### config.mk
export PLATFORM = sky130hd
export DESIGN_NAME = grf_writeback_sink_flat
export DESIGN_NICKNAME = d
export VERILOG_FILES = /design/src/rtl/grf_writeback_sink_pkg.sv /design/src/rtl/grf_writeback_sink_if.sv /design/src/rtl/grf_writeback_sink_read_port.sv /design/src/rtl/grf_writeback_sink.sv /design/src/flat_wrapper.sv
export SDC_FILE = /design/constraint.sdc
export NUM_CORES = 2
export LEC_CHECK = 0
export ABC_AREA = 1
export CAP_MARGIN = 20
export CORE_MARGIN = 5
export CORE_UTILIZATION = 65
export DETAILED_ROUTE_END_ITERATION = 8
export PLACE_DENSITY = 0.84
export SYNTH_ARGS = -nofsm -noshare
export SYNTH_HDL_FRONTEND = slang
export SYNTH_SLANG_ARGS = --single-unit
### constraint.sdc
create_clock -name clk -period 128 [get_ports clk]
set_input_delay 38.4 -clock clk [delete_from_list [all_inputs] [get_ports clk]]
set_output_delay 38.4 -clock clk [all_outputs]
set_load 0.02 [all_outputs]
### src/rtl/grf_writeback_sink_pkg.sv
// grf_writeback_sink_pkg
// Shared constants for the general-purpose register file writeback sink:
// default geometry, the hardwired-zero register number, the register-number
// width, and the reset values of the trace record.
package grf_writeback_sink_pkg;

  localparam int GRF_NUM_REGS = 32;
  localparam int GRF_DW       = 32;
  localparam int REG_AW       = 5;

  localparam logic [REG_AW-1:0] REG_ZERO = 5'd0;

  localparam logic [31:0]       TRACE_PC_RST   = 32'h0000_0000;
  localparam logic [REG_AW-1:0] TRACE_ADDR_RST = 5'd0;
  localparam logic [31:0]       WR_COUNT_RST   = 32'h0000_0000;

endpackage

### src/rtl/grf_writeback_sink_if.sv
// grf_writeback_sink_if
// Writeback bus from the W stage into the register file.
//   RFWr  : write enable
//   A3    : destination register number
//   WData : value to write
//   PC_W  : PC of the instruction in W (trace only)
// Modports: master (W stage, drives), slave (register file, receives).
interface grf_writeback_sink_if #(
  parameter int DW = 32
);
  logic          RFWr;
  logic [4:0]    A3;
  logic [DW-1:0] WData;
  logic [31:0]   PC_W;

  modport master (output RFWr, output A3, output WData, output PC_W);
  modport slave  (input  RFWr, input  A3, input  WData, input  PC_W);
endinterface

### src/rtl/grf_writeback_sink_read_port.sv
// grf_read_port
// One combinational read port of the register file. Applies the $0 rule and,
// when GRF_BYPASS_EN is defined, the write-first W->D bypass.
//   addr     : register number being read
//   arr_data : array contents at addr
//   we_eff   : effective write this cycle (already masked by reset)
//   wr_addr  : write destination
//   wr_data  : write value
//   rd       : read result
// Configuration macro: GRF_BYPASS_EN.
module grf_read_port
  import grf_writeback_sink_pkg::*;
#(
  parameter int DW = GRF_DW
) (
  input  logic [REG_AW-1:0] addr,
  input  logic [DW-1:0]     arr_data,
  input  logic              we_eff,
  input  logic [REG_AW-1:0] wr_addr,
  input  logic [DW-1:0]     wr_data,
  output logic [DW-1:0]     rd
);

`ifdef GRF_BYPASS_EN
  always_comb begin
    rd = arr_data;
    if (addr == REG_ZERO) begin
      rd = '0;
    end else if (we_eff && (wr_addr == addr)) begin
      rd = wr_data;
    end
  end
`else
  // Without bypass the write-port signals are not consumed; fold them into a
  // sink so the port list stays identical across both builds.
  logic unused_wr;
  assign unused_wr = ^{we_eff, wr_addr, wr_data};

  always_comb begin
    rd = arr_data;
    if (addr == REG_ZERO) begin
      rd = '0;
    end
  end
`endif

endmodule

### src/rtl/grf_writeback_sink.sv
// grf_writeback_sink
// MIPS general-purpose register file sitting in D, fed by the W-stage
// writeback bus. Two combinational read ports, optional same-cycle W->D
// bypass, and a registered per-write trace record plus write counter.
//   clk, reset   : clock, asynchronous active-high reset
//   A1, A2       : read register numbers
//   RD1, RD2     : read data
//   wb           : writeback bus (RFWr, A3, WData, PC_W), slave side
//   trace_valid  : one-cycle pulse after each effective write
//   trace_pc/addr/data : fields of the last effective write
//   wr_count     : effective writes since reset (wraps)
// Configuration macro: GRF_BYPASS_EN (enables the write-first bypass).
module grf_writeback_sink
  import grf_writeback_sink_pkg::*;
#(
  parameter int NUM_REGS = GRF_NUM_REGS,
  parameter int DW       = GRF_DW
) (
  input  logic              clk,
  input  logic              reset,
  input  logic [REG_AW-1:0] A1,
  input  logic [REG_AW-1:0] A2,
  output logic [DW-1:0]     RD1,
  output logic [DW-1:0]     RD2,
  grf_writeback_sink_if.slave wb,
  output logic              trace_valid,
  output logic [31:0]       trace_pc,
  output logic [REG_AW-1:0] trace_addr,
  output logic [DW-1:0]     trace_data,
  output logic [31:0]       wr_count
);

  logic [DW-1:0] regs [NUM_REGS];
  logic [31:0]   wr_count_q;
  logic          we_eff;
  logic          we_byp;

  // Writes to $0 are dropped entirely: no array update, trace or count.
  assign we_eff = wb.RFWr && (wb.A3 != REG_ZERO);
  // While reset is held the bypass must not leak WData onto the read ports.
  assign we_byp = we_eff && !reset;

  always_ff @(posedge clk or posedge reset) begin
    if (reset) begin
      for (int i = 0; i < NUM_REGS; i++) begin
        regs[i] <= '0;
      end
    end else if (we_eff) begin
      regs[wb.A3] <= wb.WData;
    end
  end

  // Trace record and write counter
  always_ff @(posedge clk or posedge reset) begin
    if (reset) begin
      trace_valid <= 1'b0;
      trace_pc    <= TRACE_PC_RST;
      trace_addr  <= TRACE_ADDR_RST;
      trace_data  <= '0;
      wr_count_q  <= WR_COUNT_RST;
    end else begin
      trace_valid <= we_eff;
      if (we_eff) begin
        trace_pc   <= wb.PC_W;
        trace_addr <= wb.A3;
        trace_data <= wb.WData;
        wr_count_q <= wr_count_q + 32'd1;
      end
    end
  end

  assign wr_count = wr_count_q;

  grf_read_port #(.DW(DW)) u_rp1 (
    .addr     (A1),
    .arr_data (regs[A1]),
    .we_eff   (we_byp),
    .wr_addr  (wb.A3),
    .wr_data  (wb.WData),
    .rd       (RD1)
  );

  grf_read_port #(.DW(DW)) u_rp2 (
    .addr     (A2),
    .arr_data (regs[A2]),
    .we_eff   (we_byp),
    .wr_addr  (wb.A3),
    .wr_data  (wb.WData),
    .rd       (RD2)
  );

endmodule

### src/flat_wrapper.sv
// flat-port wrapper written by rule: the top's interface ports become plain ports
module grf_writeback_sink_flat import grf_writeback_sink_pkg::*;
#(
  parameter int NUM_REGS = GRF_NUM_REGS,
  parameter int DW       = GRF_DW
)
  (clk, reset, A1, A2, RD1, RD2, trace_valid, trace_pc, trace_addr, trace_data, wr_count, wb_RFWr, wb_A3, wb_WData, wb_PC_W);
  grf_writeback_sink_if #(.DW(DW)) wb_i ();
  input  logic clk;
  input  logic reset;
  input  logic [REG_AW-1:0] A1;
  input  logic [REG_AW-1:0] A2;
  output logic [DW-1:0] RD1;
  output logic [DW-1:0] RD2;
  output logic trace_valid;
  output logic [31:0] trace_pc;
  output logic [REG_AW-1:0] trace_addr;
  output logic [DW-1:0] trace_data;
  output logic [31:0] wr_count;
  input wire logic [$bits(wb_i.RFWr)-1:0] wb_RFWr;
  input wire logic [$bits(wb_i.A3)-1:0] wb_A3;
  input wire logic [$bits(wb_i.WData)-1:0] wb_WData;
  input wire logic [$bits(wb_i.PC_W)-1:0] wb_PC_W;
  assign wb_i.RFWr = wb_RFWr;
  assign wb_i.A3 = wb_A3;
  assign wb_i.WData = wb_WData;
  assign wb_i.PC_W = wb_PC_W;
  grf_writeback_sink #(.NUM_REGS(NUM_REGS), .DW(DW)) u_core (.clk(clk), .reset(reset), .A1(A1), .A2(A2), .RD1(RD1), .RD2(RD2), .wb(wb_i), .trace_valid(trace_valid), .trace_pc(trace_pc), .trace_addr(trace_addr), .trace_data(trace_data), .wr_count(wr_count));
endmodule
==> impl.org <==
** Clock tree
- Clock insertion delay at the later pin of the skew report :: 0.74 ns
- Total number of clock tree sinks :: 1126
- The H-tree was split into 3 levels.
- After clock tree synthesis, the clock-pin slew on the worst setup and hold paths is 0.06 ns.
- After clock tree synthesis, the setup repair step added 0 buffers.
- Number of buffers added to fix hold violations after cts :: 0
- TritonCTS built the clock tree.
- No sink is reached through more buffers than the 3 on the longest clock path.
- CTS resizes :: 0
- The tree is rooted in a sky130_fd_sc_hd__clkbuf_16.
- TritonCTS buffer count :: 119

** Setup path
- Data arrives at the worst endpoint at 43.23 ns.
- STA classifies the critical path endpoint as an output pin.
- In this run the critical register-to-register path is captured at u_core.wr_count[23]$_DFFE_PP0P_.
- Worst Path Class, Setup :: input port to output pin
- Setup slack, reg-to-reg :: 125.74 ns
- STA classifies the critical path startpoint as an input port.
- CP Max Fanout :: 89
- The startpoint identified for the worst register-to-register timing path is u_core.wr_count[2]$_DFFE_PP0P_.
- For the worst setup path, the data required time is 89.60 ns.
- Worst r2r path cells :: 8

** Cells and area
- After filler insertion, the fill cell instance count of the layout stands at 7386.
- Area overhead of the layout relative to synthesis :: 10.7%
- Cells with a size suffix above 1 make up 4.09% of the layout.
- Leaving out fill and tap cells, the most frequent cells in the layout are 3661 x sky130_fd_sc_hd__nand2_1, 1383 x sky130_fd_sc_hd__nand3_1, 1126 x sky130_fd_sc_hd__dfrtp_1.
- Most common cell after layout, fill and taps aside :: sky130_fd_sc_hd__nand2_1
- The net count of the finished layout is 8595.

** Yosys
- The average instance in the mapped netlist occupies 6.88 µm².
- After Yosys synthesis, XOR and XNOR cells account for 0.260% of the synthesized area.
- Combinational family with the most area after synthesis :: simple AND/OR/NAND/NOR gates
- Post-synthesis net count :: 8902
- The synthesized netlist devotes 10.5% of its cell area to compound gates.
- The portion of synthesized area spent on multiplexers is 0%.
- After Yosys synthesis, and, or, nand and nor cells account for 37.2% of the synthesized area.
- Among all flip-flop cells after synthesis, the most frequent one is sky130_fd_sc_hd__dfrtp_1.
- Post-synthesis sequential area ratio :: 46.5%
- In this run the cell area of the synthesized design comes to 60700 µm².
- Of the total synthesized cell area, the portion taken by full adders, half adders and majority gates is 0.0206%.
- In the synthesized netlist the async set-or-reset flop fraction comes to 100%.
- Yosys synthesis warning count :: 0
- Gate Count Post-Synth :: 8819
- After synthesis, the netlist uses 24 different library cells.
- Register bit total from synthesis :: 1126
- Counting flops with a built-in enable in the synthesized netlist gives 0.

** Route
- Average wire length per cell after detail routing :: 22.2 µm
- Post-DR vias/cell :: 6.45
- The routed layout has 63600 vias.
- Wire length after detailed routing :: 219 mm
- Before antenna repair, the detailed router went through 9 iterations.
- After the first detailed-routing iteration, the DRC count stood at 11600.
- For this run, design rule violations remaining after detail routing come to 3.
- Remaining antenna violation count after routing :: 0

** Place
- Number of input and output port buffers inserted :: 247
- RD Place Congestion :: 0.912
- The HPWL after detailed placement is 111 mm.

** STA
- Of the available clock period, the critical path in the final layout requires 63.8%.
- Setup repair after global routing left no endpoint under its margin.
- Worst rel slew slack :: 8.19%
- The number of pins exceeding their max-slew limit in the final report is 0.
- In the final timing run, aggregate negative setup slack is 0 ns.
- Worst Max-Slew Pin Slew :: 1.38 ns
- The number of hold-slack violations in the final timing report was 0.
- The worst path needs 81.63 ns of the cycle, external delays included.
- Number of failing setup endpoints in the final timing report :: 0
- Across all hold checks on the routed design, the worst slack comes to 0.403 ns.
- Static timing analysis puts the maximum clock frequency at 0.0122 GHz.
- For the final database, setup skew stands at 0.00855 ns.

** Power
- Peak ir drop on the vdd network :: 0.0000133 V
- In this run the static leakage power is 31.8 nW.
- Power per Cell Area :: 15.5 nW/µm²

** Floorplanning
- The floorplan step defined a die boundary enclosing 99500 µm².
- Vertical die dimension :: 315 µm
- Once the floorplan was initialized, standard cells occupied 65.3% of the core.
- Site row count :: 112
- The total area inside the core boundary comes to 92900 µm².
- From left edge to right edge, the die measures 315 µm.
- I/O pins :: 248

** Global routing
- Vias in the first global route :: 59800
- Overall track demand over capacity in global routing :: 42.8%
- For this run the aggregate overflow at the end of global routing stands at 0.
- The first global-routing pass estimated 337 mm of wire.
- Maximum number of pins on one net before global-route repair :: 215
- The initial antenna violation count is 6.

** Worst hold path
- In this run the most critical hold path is launched from u_core.regs[996]$_DFFE_PP0P_.
- Hold Crit Depth :: 0
- Sink of the worst hold path :: u_core.regs[996]$_DFFE_PP0P_
- In this run the worst hold path is classified as flip-flop to flip-flop.

** Run status
- The flow ran to the end, but the final reports show violations.
- Failing checks :: DRC

** Flow run
- Max-cap violations :: 0
## layout make-up
cell class | instances | area (µm²) | area share [%]
Tap cell | 1254 | 1570 | 2.34
Sequential cell | 1126 | 28200 | 42.0
Antenna cell | 5 | 12.5 | 0.0186
Multi-Input combinational cell | 6811 | 29300 | 43.6
Clock buffer | 180 | 3600 | 5.36
Timing Repair Buffer | 346 | 3550 | 5.29
Inverter | 108 | 457 | 0.680
Clock inverter | 35 | 465 | 0.693
## cells in the mapped netlist, types with 17 or more instances
library cell,number,share of area [%]
sky130_fd_sc_hd__nand3_1,1385,11
sky130_fd_sc_hd__clkbuf_1,642,4.0
sky130_fd_sc_hd__buf_1,72,0.45
sky130_fd_sc_hd__buf_2,60,0.50
sky130_fd_sc_hd__inv_1,95,0.59
sky130_fd_sc_hd__a21oi_1,159,1.3
sky130_fd_sc_hd__nor3_1,17,0.14
sky130_fd_sc_hd__nor2_1,409,2.5
sky130_fd_sc_hd__nand2_1,3691,23
sky130_fd_sc_hd__o21ai_1,690,5.7
sky130_fd_sc_hd__dfrtp_1,1126,46
sky130_fd_sc_hd__o21ai_0,424,3.5
## worst max-delay path: stages
cell and delay, ns:
sky130_fd_sc_hd__buf_8 0.47, sky130_fd_sc_hd__buf_4 0.82, sky130_fd_sc_hd__buf_4 0.95, sky130_fd_sc_hd__buf_4 0.76, sky130_fd_sc_hd__nand2_1 0.14, sky130_fd_sc_hd__nand3_1 0.12
sky130_fd_sc_hd__nand3_1 0.09, sky130_fd_sc_hd__nand2_1 0.10, sky130_fd_sc_hd__nand2_1 0.05, sky130_fd_sc_hd__nand3_1 0.12, sky130_fd_sc_hd__nand2_1 0.07, sky130_fd_sc_hd__nor2_1 0.28
sky130_fd_sc_hd__clkdlybuf4s50_1 0.78
## cell families after synthesis
group | Yosys count
and+or+nand+nor | 5518
AOI/OAI and AO/OA | 1274
DFF | 1126
buffers and inverters | 882
xor gates and xnor gates | 18
adders and majority gates | 1
## sequential cells by signal (all words and copies together), names as in the netlist
register and count:
u_core.trace_addr 5, u_core.trace_pc 32, u_core.trace_valid 1, u_core.wr_count 32, u_core.regs 1024, u_core.trace_data 32
## power by group
part | internal (W) | switching (W) | total [W]
combinational | 0.0000782 | 0.000130 | 0.000209
clock | 0.000211 | 0.000149 | 0.000360
sequential | 0.000419 | 0.0000521 | 0.000471
total | 0.000709 | 0.000332 | 0.00104
## per-layer routing
metal  GRT usage [%]  wire (µm)  vias to the layer above
met4            26.0      16000                        2
met3            12.8      32600                     1230
met1            56.0      78000                    29200
li1                -          -                    28000
met5               0         11                        -
met2            63.0      92200                     5170
## through the flow
stage                     setup WS, ns  total power (W)  util (%)  area, µm²  instances
after floorplan                  49.64         0.000611         -      60700       8819
after global placement           46.67         0.000665      67.4      62600       9625
after detailed placement         46.59         0.000675      67.5      62700       9627
after CTS                        46.60          0.00103      71.8      66700       9842
after global routing             46.29          0.00109      72.2      67100       9860
final                            46.37          0.00104      72.3      67100       9865
## how the worst max path moves through the flow
| stage | slack, ns | cells past startpoint | start | endpoint |
|---|---|---|---|---|
| after floorplan | 49.64 | 10 | A2[1] | RD2[2] |
| after global placement | 46.67 | 13 | A1[0] | RD1[20] |
| after detailed placement | 46.59 | 13 | A1[0] | RD1[20] |
| after CTS | 46.60 | 13 | A1[0] | RD1[20] |
| after global routing | 46.29 | 13 | A1[0] | RD1[20] |
| final | 46.37 | 13 | A1[0] | RD1[20] |
Note: power is estimated with default switching activity, not from simulation.
